## src/rtl/branch_cmp_ctrl.sv

```systemverilog
// ---------------------------------------------------------------------------
// branch_cmp_ctrl
// Sequences the ID-stage branch comparator. A branch request is latched in
// IDLE, waits in WAIT_OPND until the hazard unit reports forwarded operands,
// is resolved from the comparator flags in RESOLVE and retires in DONE with
// one-cycle ack / redirect / link-write pulses.
//
// Optional feature: define BR_CMP_STATS_EN to build the saturating
// taken_cnt / stall_cnt statistics counters; otherwise both are tied to 0.
//
// Ports:
//   clk, reset          rising-edge clock, asynchronous active-low reset
//   br_valid, br_type   branch request and type (0 BEQ .. 6 BIOAL, 7 rsvd)
//   pc_id, imm16        branch PC and offset field
//   opnd_ready          comparator operands forwarded and valid
//   flush               abort in-flight request
//   cmp_zero/gtz/ltz/isp comparator flags
//   stall               freeze IF/ID (combinational)
//   br_ack              request retired (pulse)
//   redirect_valid/_pc  branch taken (pulse) and target PC
//   link_we/_addr/_data $ra write for BIOAL (pulse), reg 31, pc_id + 8
//   err                 sticky timeout / reserved-type flag
//   taken_cnt, stall_cnt statistics counters
// ---------------------------------------------------------------------------
module branch_cmp_ctrl #(
   parameter int WAIT_MAX = 15,
   parameter int CNT_W    = 32
) (
   input  logic             clk,
   input  logic             reset,
   input  logic             br_valid,
   input  logic [2:0]       br_type,
   input  logic [31:0]      pc_id,
   input  logic [15:0]      imm16,
   input  logic             opnd_ready,
   input  logic             flush,
   input  logic             cmp_zero,
   input  logic             cmp_gtz,
   input  logic             cmp_ltz,
   input  logic             cmp_isp,
   output logic             stall,
   output logic             br_ack,
   output logic             redirect_valid,
   output logic [31:0]      redirect_pc,
   output logic             link_we,
   output logic [4:0]       link_addr,
   output logic [31:0]      link_data,
   output logic             err,
   output logic [CNT_W-1:0] taken_cnt,
   output logic [CNT_W-1:0] stall_cnt
);

   typedef enum logic [1:0] {
      ST_IDLE,
      ST_WAIT_OPND,
      ST_RESOLVE,
      ST_DONE
   } state_t;

   localparam logic [2:0] T_BEQ   = 3'd0;
   localparam logic [2:0] T_BNE   = 3'd1;
   localparam logic [2:0] T_BGTZ  = 3'd2;
   localparam logic [2:0] T_BLEZ  = 3'd3;
   localparam logic [2:0] T_BLTZ  = 3'd4;
   localparam logic [2:0] T_BGEZ  = 3'd5;
   localparam logic [2:0] T_BIOAL = 3'd6;
   localparam logic [2:0] T_RSVD  = 3'd7;

   localparam int WCNT_W = $clog2(WAIT_MAX + 1);
   // Counter value in the last allowed wait cycle: WAIT_OPND lasts at most
   // WAIT_MAX cycles before the request is retired as a timeout.
   localparam logic [WCNT_W-1:0] WAIT_LAST = WCNT_W'(WAIT_MAX - 1);

   state_t              state_q, state_d;
   logic [2:0]          type_q, type_d;
   logic [31:0]         pc_q, pc_d;
   logic [15:0]         imm_q, imm_d;
   logic [WCNT_W-1:0]   wait_cnt_q, wait_cnt_d;
   logic [31:0]         redirect_pc_q, redirect_pc_d;
   logic [31:0]         link_data_q, link_data_d;
   logic                br_ack_q, br_ack_d;
   logic                redirect_valid_q, redirect_valid_d;
   logic                link_we_q, link_we_d;
   logic                err_q, err_d;
   logic                taken_now;

   // pc + 4 + (sign-extended imm << 2), wrapping modulo 2^32
   function automatic logic [31:0] branch_target(input logic [31:0] pc,
                                                 input logic [15:0] imm);
      logic signed [31:0] off;
      off = {{14{imm[15]}}, imm, 2'b00};
      return pc + 32'd4 + $unsigned(off);
   endfunction

   function automatic logic resolve_taken(input logic [2:0] t,
                                          input logic z, input logic g,
                                          input logic l, input logic o);
      case (t)
         T_BEQ:   return z;
         T_BNE:   return !z;
         T_BGTZ:  return g;
         T_BLEZ:  return !g;
         T_BLTZ:  return l;
         T_BGEZ:  return !l;
         T_BIOAL: return o;
         default: return 1'b0;
      endcase
   endfunction

   assign taken_now = resolve_taken(type_q, cmp_zero, cmp_gtz, cmp_ltz, cmp_isp);

   always_comb begin
      state_d          = state_q;
      type_d           = type_q;
      pc_d             = pc_q;
      imm_d            = imm_q;
      wait_cnt_d       = wait_cnt_q;
      redirect_pc_d    = redirect_pc_q;
      link_data_d      = link_data_q;
      err_d            = err_q;
      br_ack_d         = 1'b0;
      redirect_valid_d = 1'b0;
      link_we_d        = 1'b0;
      case (state_q)
         ST_IDLE: begin
            // flush beats a simultaneous request: nothing is latched
            if (br_valid && !flush) begin
               type_d     = br_type;
               pc_d       = pc_id;
               imm_d      = imm16;
               wait_cnt_d = '0;
               state_d    = opnd_ready ? ST_RESOLVE : ST_WAIT_OPND;
            end
         end
         ST_WAIT_OPND: begin
            if (flush) begin
               state_d = ST_IDLE;
            end else if (opnd_ready) begin
               state_d = ST_RESOLVE;
            end else if (wait_cnt_q == WAIT_LAST) begin
               err_d    = 1'b1;
               br_ack_d = 1'b1;
               state_d  = ST_DONE;
            end else begin
               wait_cnt_d = wait_cnt_q + WCNT_W'(1);
            end
         end
         ST_RESOLVE: begin
            if (flush) begin
               state_d = ST_IDLE;
            end else begin
               if (type_q == T_RSVD) err_d = 1'b1;
               redirect_pc_d    = branch_target(pc_q, imm_q);
               link_data_d      = pc_q + 32'd8;
               br_ack_d         = 1'b1;
               redirect_valid_d = taken_now;
               link_we_d        = (type_q == T_BIOAL) && taken_now;
               state_d          = ST_DONE;
            end
         end
         default: begin
            // DONE: pulses are already on the registered outputs
            state_d = ST_IDLE;
         end
      endcase
   end

   always_ff @(posedge clk or negedge reset) begin
      if (!reset) begin
         state_q          <= ST_IDLE;
         type_q           <= '0;
         pc_q             <= '0;
         imm_q            <= '0;
         wait_cnt_q       <= '0;
         redirect_pc_q    <= '0;
         link_data_q      <= '0;
         err_q            <= 1'b0;
         br_ack_q         <= 1'b0;
         redirect_valid_q <= 1'b0;
         link_we_q        <= 1'b0;
      end else begin
         state_q          <= state_d;
         type_q           <= type_d;
         pc_q             <= pc_d;
         imm_q            <= imm_d;
         wait_cnt_q       <= wait_cnt_d;
         redirect_pc_q    <= redirect_pc_d;
         link_data_q      <= link_data_d;
         err_q            <= err_d;
         br_ack_q         <= br_ack_d;
         redirect_valid_q <= redirect_valid_d;
         link_we_q        <= link_we_d;
      end
   end

   // Gated by reset so nothing escapes while reset is held low
   assign stall = reset && ((state_q == ST_IDLE && br_valid && !flush) ||
                            state_q == ST_WAIT_OPND || state_q == ST_RESOLVE);

   assign br_ack         = br_ack_q;
   assign redirect_valid = redirect_valid_q;
   assign redirect_pc    = redirect_pc_q;
   assign link_we        = link_we_q;
   assign link_addr      = 5'd31;
   assign link_data      = link_data_q;
   assign err            = err_q;

`ifdef BR_CMP_STATS_EN
   logic [CNT_W-1:0] taken_cnt_q, taken_cnt_d;
   logic [CNT_W-1:0] stall_cnt_q, stall_cnt_d;

   function automatic logic [CNT_W-1:0] sat_inc(input logic [CNT_W-1:0] v);
      return (v == '1) ? v : v + CNT_W'(1);
   endfunction

   always_comb begin
      taken_cnt_d = taken_cnt_q;
      stall_cnt_d = stall_cnt_q;
      if (redirect_valid_q) taken_cnt_d = sat_inc(taken_cnt_q);
      if (stall)            stall_cnt_d = sat_inc(stall_cnt_q);
   end

   always_ff @(posedge clk or negedge reset) begin
      if (!reset) begin
         taken_cnt_q <= '0;
         stall_cnt_q <= '0;
      end else begin
         taken_cnt_q <= taken_cnt_d;
         stall_cnt_q <= stall_cnt_d;
      end
   end

   assign taken_cnt = taken_cnt_q;
   assign stall_cnt = stall_cnt_q;
`else
   assign taken_cnt = '0;
   assign stall_cnt = '0;
`endif

endmodule

```

## config.mk

```make
export PLATFORM = sky130hd
export DESIGN_NAME = branch_cmp_ctrl
export DESIGN_NICKNAME = d
export VERILOG_FILES = /design/src/rtl/branch_cmp_ctrl.sv
export SDC_FILE = /design/constraint.sdc
export NUM_CORES = 1
export LEC_CHECK = 0
export CAP_MARGIN = 10
export CORE_AREA = 2 2 129 131
export CTS_BUF_LIST = sky130_fd_sc_hd__clkbuf_16
export DETAILED_ROUTE_END_ITERATION = 10
export DIE_AREA = 0 0 131 133
export PLACE_DENSITY = 0.84
export SLEW_MARGIN = 20
export SYNTH_ARGS = -nofsm -noshare
export SYNTH_HDL_FRONTEND = slang
export SYNTH_SLANG_ARGS = --single-unit
```

## constraint.sdc

```tcl
create_clock -name clk -period 3.33 [get_ports clk]
set_clock_uncertainty 0.1 [all_clocks]
set_input_delay 0.666 -clock clk [delete_from_list [all_inputs] [get_ports clk]]
set_output_delay 0.666 -clock clk [all_outputs]
set_load 0.02 [all_outputs]
```

Word level (Yosys, flattened, before mapping)
Index checks and enable logic that the tools add are counted.
W data, S select, Z words.
{"block": "totals", "register_bits": 125, "latchBits": 0, "ramBits": 0, "mem_bits_ro": 0, "inputBits": 60, "word_cells": 82, "mem_count": 0}
{"block": "op_classes", "add_sub_neg": 4, "mul": 0, "div_mod_pow": 0, "order_cmp": 0, "eq_ne": 18, "shift": 0, "n_mux": 28, "bitwise_logic": 1, "n_reduce_logical": 20}
{"cell": "$add A32 B3 Y32 const B", "n": 1}
{"cell": "$add A32 B32 Y32", "n": 1}
{"cell": "$add A32 B4 Y32 const B", "n": 1}
{"cell": "$mux W4", "n": 4}
{"cell": "$ne A2 B2 Y1 const B", "n": 7}
{"cell": "$mux W1", "n": 13}
{"cell": "$eq A3 B3 Y1 const B", "n": 4}
{"cell": "$mux W2", "n": 6}
{"cell": "$pmux W4 S2", "n": 1}
{"cell": "$pmux W1 S7", "n": 1}
{"cell": "$eq A3 B2 Y1 const B", "n": 2}
{"cell": "$pmux W2 S3", "n": 1}
{"cell": "$reduce_and A2 Y1", "n": 3}
{"cell": "$reduce_and A6 Y1", "n": 1}
{"cell": "$logic_and A1 B1 Y1", "n": 5}
{"cell": "$reduce_and A5 Y1", "n": 1}
{"cell": "$add A4 B1 Y4 const B", "n": 1}
{"cell": "$eq A4 B4 Y1 const B", "n": 1}
{"cell": "$logic_not A1 Y1", "n": 4}
{"cell": "$ne A4 B4 Y1 const B", "n": 1}
{"cell": "$pmux W1 S2", "n": 2}
{"cell": "$reduce_bool A2 Y1", "n": 2}
{"cell": "$eq A3 B1 Y1 const B", "n": 1}
{"cell": "$logic_not A3 Y1", "n": 1}
{"cell": "other kinds (5)", "n": 6}

Logic depth before layout (Yosys ltp)
Gate-level depths: netlist of run 1.
{"block": "depth", "depth_word": 6, "ltp_mapped": 13, "mapped_depth_nobuf": 13}

Least setup slack after synthesis of run 1
No wires, ideal clock.
{"block": "synth_timing", "kind": "reg-to-reg", "start": "register imm_q[15]", "end": "register redirect_pc_q[27], in the netlist redirect_pc[27]", "setup_time_ns": 0.126, "t_arrival_ns": 2.677, "required_ns": 3.104, "setup_slack_ns": 0.427, "stages_incl_launch_ff": 11, "n_path_buf": 1, "synth_period_minus_slack_ns": 2.903, "path_cell_list": "dfrtp_1 > ha_1 > ha_1 > clkbuf_1 > a21oi_1 > o21a_1 > nand3b_1 > o31a_2 > a41oi_4 > o21ai_0 > a221o_1"}
{"block": "synth_between", "elab_chain_cells": 1}
{"element": "start: declaration", "line_no": "77", "source": "logic [15:0] imm_q, imm_d;"}
{"element": "start signal: assignment", "line_no": "185", "source": "imm_q <= imm_d;"}
{"element": "$add A32 B32 Y32", "line_no": "92", "source": "return pc + 32'd4 + $unsigned(off);"}
{"element": "end signal: assignment", "line_no": "187", "source": "redirect_pc_q <= redirect_pc_d;"}
{"element": "end: declaration", "line_no": "79", "source": "logic [31:0] redirect_pc_q, redirect_pc_d;"}
Every way passes these cells.
A chain may end at the register's enable or synchronous reset.

Worst setup path after layout of run 1
{"block": "layout_timing", "start": "register pc_q[3]", "end": "register redirect_pc_q[27], in the netlist redirect_pc[27]"}
{"block": "layout_between", "elab_chain_cells": 2}
{"element": "start: declaration", "line_no": "76", "source": "logic [31:0] pc_q, pc_d;"}
{"element": "start signal: assignment", "line_no": "184", "source": "pc_q <= pc_d;"}
{"element": "$add A32 B3 Y32", "line_no": "92"}
{"element": "$add A32 B32 Y32", "line_no": "92"}
Every way passes these cells.

==> tab_implementation.tex, run 1 <==
\begin{tabular}{lr}
\hline
Metric & Value \\
\hline
\multicolumn{2}{l}{\textbf{Timing}} \\
Period utilisation layout & 0.938 \\
Total Negative Setup Slacks & 0 ps \\
Slew headroom & 0.423 \\
Hold violation count in the final report & 0 \\
Final setup vio count & 0 \\
Achievable frequency & 320 MHz \\
Worst Tran Pin Value & 865 ps \\
Shortest clock period the worst path allows after layout & 3120 ps \\
Number of pins exceeding their max-slew limit in the final report & 0 \\
Unrepaired setup endpoints after global routing & false \\
\multicolumn{2}{l}{\textbf{Layout}} \\
P\&R area growth vs syn & 23.1\% \\
Antenna cells & 0 \\
Post-layout net count & 1,053 \\
Final design area excluding fillers & 9640 um\^{}2 \\
Share of final-layout standard cells stronger than drive strength 1 & 0.119 \\
Final instance count without filler cells & about 1,200 \\
\multicolumn{2}{l}{\textbf{Synth}} \\
Synthesized area & 7830 um\^{}2 \\
Async set-or-reset flop fraction in the synthesized netlist & 1.00 \\
Number of cells produced by synthesis & between 800 and 900 \\
Number of synthesized register bits & 123 \\
Top cell types by occurrence after synthesis & dfrtp\_1 (123), nand2\_1 (112), buf\_4 (72) \\
Library cell with the highest instance count after synthesis & dfrtp\_1 \\
Cell taking the most area after synthesis & dfrtp\_1 \\
Average cell area after synthesis & 9.73 um\^{}2 \\
Most area-consuming cells after synthesis & dfrtp\_1 (39\%), ha\_1 (10\%), mux2\_2 (7.5\%) \\
Part of the Yosys area used for sequential elements & 0.393 \\
Proportion of netlist area held by the largest area contributor & 0.393 \\
Number of distinct library cells after synthesis & 60 \\
Post-synth EDFFs & 0 \\
Number of warnings issued by yosys & 0 \\
Dominant register cell in the synthesized netlist & dfrtp\_1 \\
\multicolumn{2}{l}{\textbf{Placed design}} \\
Placed Area & 9010 um\^{}2 \\
Number of port buffers & around 130 \\
Placer congestion estimate & 0.907 \\
Cell count after placement & 1,128 \\
DPL Wire Length & 13,100 um \\
\multicolumn{2}{l}{\textbf{Outcome}} \\
Run status & finished, final reports clean \\
\multicolumn{2}{l}{\textbf{Critical path}} \\
Worst R2R Start & pc\_q[3]\$\_DFFE\_PN0P\_ \\
Critical R2R Capture & redirect\_pc[27]\$\_DFFE\_PN0P\_ \\
Maximum fanout count along the critical path & 6 \\
Class of the most critical setup path & register to register \\
Arrival time worst endpoint & 3330 ps \\
Worst r2r path cells & 11 \\
Required time of the worst setup path & 3530 ps \\
CP Capture Type & register \\
Startpoint kind of the worst setup timing path & register \\
R2R Setup Slk & 210 ps \\
\multicolumn{2}{l}{\textbf{GRT}} \\
Sum of overflow across all layers after global routing & 0 \\
Number of antenna violations at the first check in global routing & 2 \\
Total GRT Usage & 0.218 \\
Maximum number of pins on one net before global-route repair & 70 \\
First-pass GRT wire length & 29,600 um \\
Via count of the first global-routing pass & 5,938 \\
\multicolumn{2}{l}{\textbf{Floorplan}} \\
Y dimension of the die & 133 um \\
Initial Utilization & 0.484 \\
Number of ports placed on the die boundary & 198 \\
Die X & 131 um \\
Core area & 16,200 um\^{}2 \\
Row Count & 47 \\
Total Die Area & around 17,000 um\^{}2 \\
\multicolumn{2}{l}{\textbf{Clock tree}} \\
Clock input transition at the sequential cells of the worst setup and hold paths & about 60 ps \\
Number of CTS-inserted buffers & 17 \\
TritonCTS clock tree & done \\
Worst-skew pair later-pin latency & 420 ps \\
Buffer levels on the longest clock path & 2 \\
H-Tree Depth & 4 \\
CTS Hold Buffers Added & 0 \\
Clock Tree Root & clkbuf\_16 \\
Clk sinks & 123 \\
\multicolumn{2}{l}{\textbf{Hold path}} \\
Type of the worst min-delay path & primary input to asynchronous set/reset pin \\
\multicolumn{2}{l}{\textbf{Power and ir drop}} \\
Proportion of power drawn by the clock network & 0.168 \\
Net switching share of the total power & 0.446 \\
Total leakage power & 0.00441 uW \\
Worst vdd ir & 0.611 mV \\
Reported net switching power & 5160 uW \\
PwrDens & approximately 1200 nW/um\^{}2 \\
Gate power share & 0.585 \\
Internal Dissipation & 6420 uW \\
Sequential Power Share & 0.247 \\
\multicolumn{2}{l}{\textbf{Run}} \\
Maximum Capacitance Violations & 0 \\
\multicolumn{2}{l}{\textbf{Drt}} \\
Average via count per standard cell & 5.20 \\
Drt pass-1 iters & 7 \\
Detailed Route WL & 18,000 um \\
Routed vias & about 6,000 \\
DRC marker count from the first detailed-route iteration & 305 \\
DRC Markers & 0 \\
Routed wire length per instance & 15.5 um \\
Routed Antenna Nets & 0 \\
\hline
\end{tabular}
what timing repair did:
| item | 4_1_cts | 5_1_grt |
|---|---|---|
| setup endpoints to repair | 0 | 2 |
| buffers inserted | 0 | 1 |
| resized for setup | 0 | 2 |
layer usage:
layer,part of all wire,track usage,up-vias
met1,0.42,0.272,2887
met3,0.064,0.0603,36
li1,-,-,2921
met2,0.49,0.360,193
met5,0,0,-
met4,0.023,0.0792,0
through the flow:
| step | utilization | hold slack, ps | power [uW] | worst slack (ps) |
|---|---|---|---|---|
| after floorplan | - | 270 | 7670 | 427 |
| after global placement | 0.557 | 343 | 9380 | 241 |
| after detailed placement | 0.557 | 348 | 9520 | 138 |
| after CTS | 0.596 | 315 | 11600 | 109 |
| after global routing | 0.596 | 348 | 12500 | 0.517 |
| final | 0.596 | 289 | 11600 | 208 |
kinds of logic after synthesis:
family	synth area share
compound gates	0.134
xor+xnor	0.0559
fa+ha+maj	0.105
buf+inv	0.100
flops	0.393
mux	0.0773
other cells	0.000959
simple gates	0.134
layout by cell type, fill, tap and decap left out, drive strengths merged, types with 17 or more instances in the layout:
cell / n
xor2: 29
a21o: 17
o21ai: 67
mux2: 52
clkbuf: 17
dfrtp: 123
nand3: 22
inv: 21
nor2: 33
ha: 64
nand2: 112
clkdlybuf4s50: 127
a21oi: 34
xnor2: 21
conb: 69
registers in the layout, summed over array words and instances, names as in the netlist, 2 cells and up:
name and count:
wait_cnt_q 4, type_q 3, pc_q 32, link_data 30, state_q 2, redirect_pc 32, imm_q 16
critical path: stages (launching register included):
cell      delay (ps)
dfrtp_1          440
ha_1             320
ha_1             170
inv_1             60
fa_1             430
nor2b_2          170
o211ai_2         120
a311oi_2         260
o31a_2           250
a41oi_4          170
o2111a_1         270
a221o_1          250
area by class of cell:
class	instances	area [um^2]
Multi-Input combinational cell	629	4230
Fill cell	1343	6530
Inverter	20	75.1
Tap cell	220	275
Timing Repair Buffer	137	1360
Clock buffer	17	425
Sequential cell	123	3080
Clock inverter	15	198
worst max path at each step:
| stage | start | to | slack (ps) | depth (start not counted) |
|---|---|---|---|---|
| 2_1_floorplan | imm_q[15]$_DFFE_PN0P_ | redirect_pc[27]$_DFFE_PN0P_ | 430 | 10 |
| 6_report | pc_q[3]$_DFFE_PN0P_ | redirect_pc[27]$_DFFE_PN0P_ | 210 | 11 |
| 4_1_cts | pc_q[3]$_DFFE_PN0P_ | redirect_pc[27]$_DFFE_PN0P_ | 110 | 11 |
| 3_5_place_dp | pc_q[3]$_DFFE_PN0P_ | redirect_pc[27]$_DFFE_PN0P_ | 140 | 11 |
| 3_3_place_gp | pc_q[3]$_DFFE_PN0P_ | redirect_pc[27]$_DFFE_PN0P_ | 240 | 11 |
| 5_1_grt | pc_q[15]$_DFFE_PN0P_ | redirect_pc[28]$_DFFE_PN0P_ | 0.5 | 9 |
power by group through the flow:
| stage | Combinational (uW) | Clock (uW) | Sequential [uW] |
|---|---|---|---|
| floorplan | 4570 | 0 | 3110 |
| global route | 7510 | 2050 | 2950 |
| CTS | 6750 | 1980 | 2850 |
| global placement | 6540 | 0 | 2840 |
| detailed placement | 6660 | 0 | 2860 |
| finish | 6780 | 1950 | 2860 |
Power figures use the tool's default switching activity.
==> run 2: changes to the inputs <==
--- a/config.mk
+++ b/config.mk
@@ -11,4 +11,5 @@
 export DETAILED_ROUTE_END_ITERATION = 10
 export DIE_AREA = 0 0 131 133
+export MAX_ROUTING_LAYER = met4
 export PLACE_DENSITY = 0.84
 export SLEW_MARGIN = 20
--- a/constraint.sdc
+++ b/constraint.sdc
@@ -3,3 +3,3 @@
 set_input_delay 0.666 -clock clk [delete_from_list [all_inputs] [get_ports clk]]
 set_output_delay 0.666 -clock clk [all_outputs]
-set_load 0.02 [all_outputs]
+set_load 0.05 [all_outputs]
==> tab_implementation.tex, run 2 (same netlist as run 1, synthesis figures left out) <==
\begin{tabular}{lr}
\hline
Metric & Value \\
\hline
\multicolumn{2}{l}{\textbf{Floorplan}} \\
Die X & 131 um \\
Number of ports placed on the die boundary & 198 \\
Total Die Area & 17,400 um\^{}2 \\
Y dimension of the die & 133 um \\
Core area & 16,200 um\^{}2 \\
Initial Utilization & 0.484 \\
Row Count & 47 \\
\multicolumn{2}{l}{\textbf{Timing}} \\
Slew headroom & 0.531 \\
Period utilisation layout & 0.948 \\
Total Negative Setup Slacks & 0 ps \\
Final setup vio count & 0 \\
Number of pins exceeding their max-slew limit in the final report & 0 \\
Achievable frequency & 317 MHz \\
Unrepaired setup endpoints after global routing & false \\
Shortest clock period the worst path allows after layout & 3160 ps \\
Hold violation count in the final report & 0 \\
Worst Tran Pin Value & 704 ps \\
Post-route worst setup slack & 173 ps \\
\multicolumn{2}{l}{\textbf{Clock tree}} \\
Buffer levels on the longest clock path & 2 \\
Clock input transition at the sequential cells of the worst setup and hold paths & 60 ps \\
Clk sinks & 123 \\
Clock Tree Root & clkbuf\_16 \\
Worst-skew pair later-pin latency & 420 ps \\
TritonCTS clock tree & done \\
Number of CTS-inserted buffers & 17 \\
H-Tree Depth & 4 \\
\multicolumn{2}{l}{\textbf{Drt}} \\
Drt pass-1 iters & 4 \\
Detailed Route WL & about 18,000 um \\
DRC marker count from the first detailed-route iteration & 316 \\
Routed vias & 6,021 \\
Average via count per standard cell & between 5 and 6 \\
DRC Markers & 0 \\
Routed Antenna Nets & 0 \\
Routed wire length per instance & approximately 15 um \\
\multicolumn{2}{l}{\textbf{Layout}} \\
P\&R area growth vs syn & 23.1\% \\
Post-layout net count & 1,051 \\
Multi-input gate area & 4230 um\^{}2 \\
Fill cell instance count of the final layout & 1,365 \\
Area occupied by registers & 3080 um\^{}2 \\
Share of final-layout standard cells stronger than drive strength 1 & 0.115 \\
Most frequent cells in the layout & clkdlybuf4s50\_1 (126), dfrtp\_1 (122), nand2\_1 (112) \\
Leading cell type in the layout, fill and taps excluded & clkdlybuf4s50\_1 \\
\multicolumn{2}{l}{\textbf{Placed design}} \\
Pre-CTS WS & 201 ps \\
Number of port buffers & 128 \\
DPL Wire Length & 13,000 um \\
Placer congestion estimate & 0.909 \\
\multicolumn{2}{l}{\textbf{Critical path}} \\
Worst r2r path cells & 11 \\
Timing startpoint of the critical path & pc\_q[3]\$\_DFFE\_PN0P\_ \\
Arrival time worst endpoint & 3360 ps \\
Critical R2R Capture & redirect\_pc[27]\$\_DFFE\_PN0P\_ \\
Class of the most critical setup path & register to register \\
Cell type of the slowest stage on the worst timing path & dfrtp\_1 \\
Combined buffer and inverter count along the critical path & 1 \\
Cell chain of the critical path & ha\_1 -> ha\_1 -> inv\_1 -> fa\_1 -> nor2b\_1 -> o211ai\_2 -> a311oi\_2 -> o31a\_2 -> a41oi\_4 -> o2111a\_1 -> a221o\_1 \\
Largest delay share family, worst path & compound AO/OA/AOI/OAI gates \\
Slowest Stage Delay on Critical Path & $\sim$440 ps \\
R2R Setup Slk & 170 ps \\
CP Capture Type & register \\
Required time of the worst setup path & 3530 ps \\
Crit-path most repeated cell & ha\_1 \\
Startpoint kind of the worst setup timing path & register \\
Worst R2R Start & pc\_q[3]\$\_DFFE\_PN0P\_ \\
Maximum fanout count along the critical path & 6 \\
\multicolumn{2}{l}{\textbf{Run}} \\
Maximum Capacitance Violations & 0 \\
\multicolumn{2}{l}{\textbf{GRT}} \\
Total GRT Usage & 0.216 \\
Maximum number of pins on one net before global-route repair & 124 \\
Sum of overflow across all layers after global routing & 0 \\
Number of antenna violations at the first check in global routing & 2 \\
First-pass GRT wire length & around 29,000 um \\
Via count of the first global-routing pass & between 5,000 and 6,000 \\
\multicolumn{2}{l}{\textbf{Hold path}} \\
Type of the worst min-delay path & primary input to asynchronous set/reset pin \\
\multicolumn{2}{l}{\textbf{Outcome}} \\
Run status & finished, final reports clean \\
\hline
\end{tabular}
-- run 2: area by class of cell --
class / instances / area share
Timing Repair Buffer: 135 / 0.142
Multi-Input combinational cell: 629 / 0.439
Tap cell: 220 / 0.0285
Sequential cell: 123 / 0.319
Antenna cell: 2 / 0.000519
Inverter: 20 / 0.00779
Clock inverter: 15 / 0.0188
Clock buffer: 17 / 0.0441
-- run 2: through the flow --
stage / cell area (um^2) / hold WS, ps / utilization / cells
2_1_floorplan: 8090 / 270 / - / 872
3_3_place_gp: 9020 / 343 / 0.558 / 1126
3_5_place_dp: 9020 / 353 / 0.558 / 1126
4_1_cts: 9620 / 305 / 0.595 / 1158
5_1_grt: 9640 / 336 / 0.596 / 1161
6_report: 9640 / 261 / 0.596 / 1161
-- run 2: repair_timing --
item | in CTS | in global routing
hold buffers | 0 | 0
endpoints found under the hold margin | 0 | 0
setup endpoints to repair | 0 | 2
gates resized for setup | 0 | 2
buffers inserted | 0 | 1
-- run 2: worst register-to-register path, cell delays in order (launching register included) --
cell and delay, ps:
dfrtp_1 440, ha_1 310, ha_1 160, inv_1 50, fa_1 400, nor2b_1 200
o211ai_2 130, a311oi_2 310, o31a_2 240, a41oi_4 170, o2111a_1 270, a221o_1 250
-- run 2: how the worst max path moves through the flow --
| stage | end | slack (ps) | depth (start not counted) |
|---|---|---|---|
| after CTS | redirect_pc[27]$_DFFE_PN0P_ | 170 | 11 |
| after global routing | redirect_pc[27]$_DFFE_PN0P_ | 9 | 11 |
| after global placement | redirect_pc[27]$_DFFE_PN0P_ | 240 | 11 |
| after detailed placement | redirect_pc[27]$_DFFE_PN0P_ | 200 | 11 |
| final | redirect_pc[27]$_DFFE_PN0P_ | 170 | 11 |
| after floorplan | stall | 120 | 4 |
-- run 2: per-layer routing --
| layer | global-route usage | wire length (um) | vias up |
|---|---|---|---|
| li1 | - | - | 2923 |
| met1 | 0.268 | 7530 | 2872 |
| met2 | 0.346 | 8810 | 194 |
| met3 | 0.0514 | 981 | 32 |
| met4 | 0.0721 | 379 | 0 |
| met5 | - | 0 | - |
Power of run 2 is left out: the tool's default activity adds up to more than one toggle a clock period on the data nets, which glitch-free logic cannot reach.
==> run 3: changes to the inputs <==
- MAX_ROUTING_LAYER: met4 -> not set
==> tab_implementation.tex, run 3 (same netlist as run 1, synthesis figures left out) <==
\begin{tabular}{lr}
\hline
Metric & Value \\
\hline
\multicolumn{2}{l}{\textbf{Layout}} \\
Leading cell type in the layout, fill and taps excluded & clkdlybuf4s50\_1 \\
Post-layout net count & approximately 1,100 \\
Most frequent cells in the layout & clkdlybuf4s50\_1 (126), dfrtp\_1 (122), nand2\_1 (112) \\
P\&R area growth vs syn & 22.6\% \\
Utilization after layout & 0.594 \\
Final instance count without filler cells & 1,159 \\
Share of final-layout standard cells stronger than drive strength 1 & 0.112 \\
\multicolumn{2}{l}{\textbf{Clock tree}} \\
Number of CTS-inserted buffers & 17 \\
Clk sinks & about 120 \\
H-Tree Depth & 4 \\
Worst-skew pair later-pin latency & 420 ps \\
TritonCTS clock tree & done \\
CTS Hold Buffers Added & 0 \\
Post-CTS Repair Setup Buffers & 0 \\
Clock Tree Root & clkbuf\_16 \\
Clock input transition at the sequential cells of the worst setup and hold paths & 60 ps \\
Count of instances resized after the clock tree is built & 0 \\
Buffer levels on the longest clock path & 2 \\
\multicolumn{2}{l}{\textbf{GRT}} \\
Total GRT Usage & 0.210 \\
Number of antenna violations at the first check in global routing & 2 \\
Sum of overflow across all layers after global routing & 0 \\
Maximum number of pins on one net before global-route repair & 124 \\
First-pass GRT wire length & 28,800 um \\
Via count of the first global-routing pass & 5,864 \\
\multicolumn{2}{l}{\textbf{Placed design}} \\
DPL Wire Length & 12,900 um \\
Number of port buffers & 128 \\
Cell count after placement & 1,126 \\
Placer congestion estimate & 0.897 \\
\multicolumn{2}{l}{\textbf{Drt}} \\
DRC marker count from the first detailed-route iteration & 330 \\
Routed Antenna Nets & 0 \\
Average via count per standard cell & 5.22 \\
Routed vias & roughly 6,000 \\
Drt pass-1 iters & 5 \\
Uppermost metal layer occupied by signal nets & met4 \\
Routed wire length per instance & 15.2 um \\
DRC Markers & 0 \\
Routed length on met1 & 7370 um \\
Wire length on met3 & 1220 um \\
Detailed Route WL & roughly 18,000 um \\
Detailed route wirelength on metal2 & 8530 um \\
\multicolumn{2}{l}{\textbf{Floorplan}} \\
Core area & roughly 16,000 um\^{}2 \\
Die X & 131 um \\
Total Die Area & 17,400 um\^{}2 \\
Number of ports placed on the die boundary & 198 \\
Y dimension of the die & about 130 um \\
Initial Utilization & 0.484 \\
Row Count & 47 \\
\multicolumn{2}{l}{\textbf{Critical path}} \\
Largest delay share family, worst path & compound AO/OA/AOI/OAI gates \\
Slowest Stage Delay on Critical Path & between 400 and 500 ps \\
Required time of the worst setup path & 3530 ps \\
Cell chain of the critical path & ha\_1 -> ha\_1 -> inv\_1 -> fa\_1 -> nor2b\_1 -> o211ai\_2 -> a311oi\_2 -> o31a\_2 -> a41oi\_4 -> o2111a\_1 -> a221o\_1 \\
Maximum fanout count along the critical path & 6 \\
Combined buffer and inverter count along the critical path & 1 \\
Crit-path most repeated cell & ha\_1 \\
CP Capture Type & register \\
Startpoint kind of the worst setup timing path & register \\
Arrival time worst endpoint & 3340 ps \\
Class of the most critical setup path & register to register \\
Cell type of the slowest stage on the worst timing path & dfrtp\_1 \\
\multicolumn{2}{l}{\textbf{Timing}} \\
Total Negative Setup Slacks & 0 ps \\
Final setup vio count & 0 \\
Number of pins exceeding their max-slew limit in the final report & 0 \\
Worst Tran Pin Value & 690 ps \\
Unrepaired setup endpoints after global routing & false \\
Shortest clock period the worst path allows after layout & 3140 ps \\
Period utilisation layout & 0.943 \\
Hold violation count in the final report & 0 \\
Worst Hold Margin & about 220 ps \\
Slew headroom & 0.540 \\
Achievable frequency & 319 MHz \\
\multicolumn{2}{l}{\textbf{Run}} \\
Maximum Capacitance Violations & 0 \\
\multicolumn{2}{l}{\textbf{Hold path}} \\
Type of the worst min-delay path & primary input to asynchronous set/reset pin \\
\multicolumn{2}{l}{\textbf{Outcome}} \\
Run status & finished, final reports clean \\
\hline
\end{tabular}
==> run 3: cell types whose count changed in the layout (fill, tap and decap cells not counted), sizes merged <==
cell    previous run  this run
inv               21        22
bufinv             4         3
buf                9         8
diode              2         1
==> run 3: cell type report <==
cell class / instances / area [um^2]
fillers: 1377 / 6570
multi-input cells: 629 / 4230
clock buffers: 17 / 425
diodes: 1 / 2.50
flip-flops and latches: 123 / 3080
well taps: 220 / 275
repair buffers: 134 / 1360
inverters: 20 / 75.1
clock inverters: 15 / 159
==> run 3: worst register-to-register path, delay by kind of cell, from the launching register on <==
kind	cells	cell delay, ps
fa+ha+maj	3	870
buf+inv	1	50
simple gates	1	190
compound gates	6	1370
flops	1	440
==> run 3: worst paths after layout <==
kind | cells past startpoint | endpoint | from | slack (ps)
setup / recovery | 11 | redirect_pc[27]$_DFFE_PN0P_ | pc_q[3]$_DFFE_PN0P_ | 190
hold / removal | 2 | state_q[1]$_DFFE_PN0P_ | reset | 220
setup reg to reg | 11 | redirect_pc[27]$_DFFE_PN0P_ | pc_q[3]$_DFFE_PN0P_ | 190
hold reg to reg | 1 | err$_DFFE_PN0P_ | err$_DFFE_PN0P_ | 360
max in group asynchronous | 2 | imm_q[15]$_DFFE_PN0P_ | reset | 2380
min in group clk | 1 | err$_DFFE_PN0P_ | err$_DFFE_PN0P_ | 360
==> run 3: layer usage <==
metal,global-route usage,vias up
met4,0.0798,0
met2,0.341,224
li1,-,2911
met1,0.265,2875
met5,0,-
met3,0.0603,35
==> run 3: through the flow <==
step / setup slack [ps] / cell area [um^2]
2_1_floorplan: 116 / 8090
3_3_place_gp: 238 / 9020
3_5_place_dp: 197 / 9020
4_1_cts: 182 / 9600
5_1_grt: 13.4 / 9600
6_report: 191 / 9610
Power of run 3 is left out for the same reason.
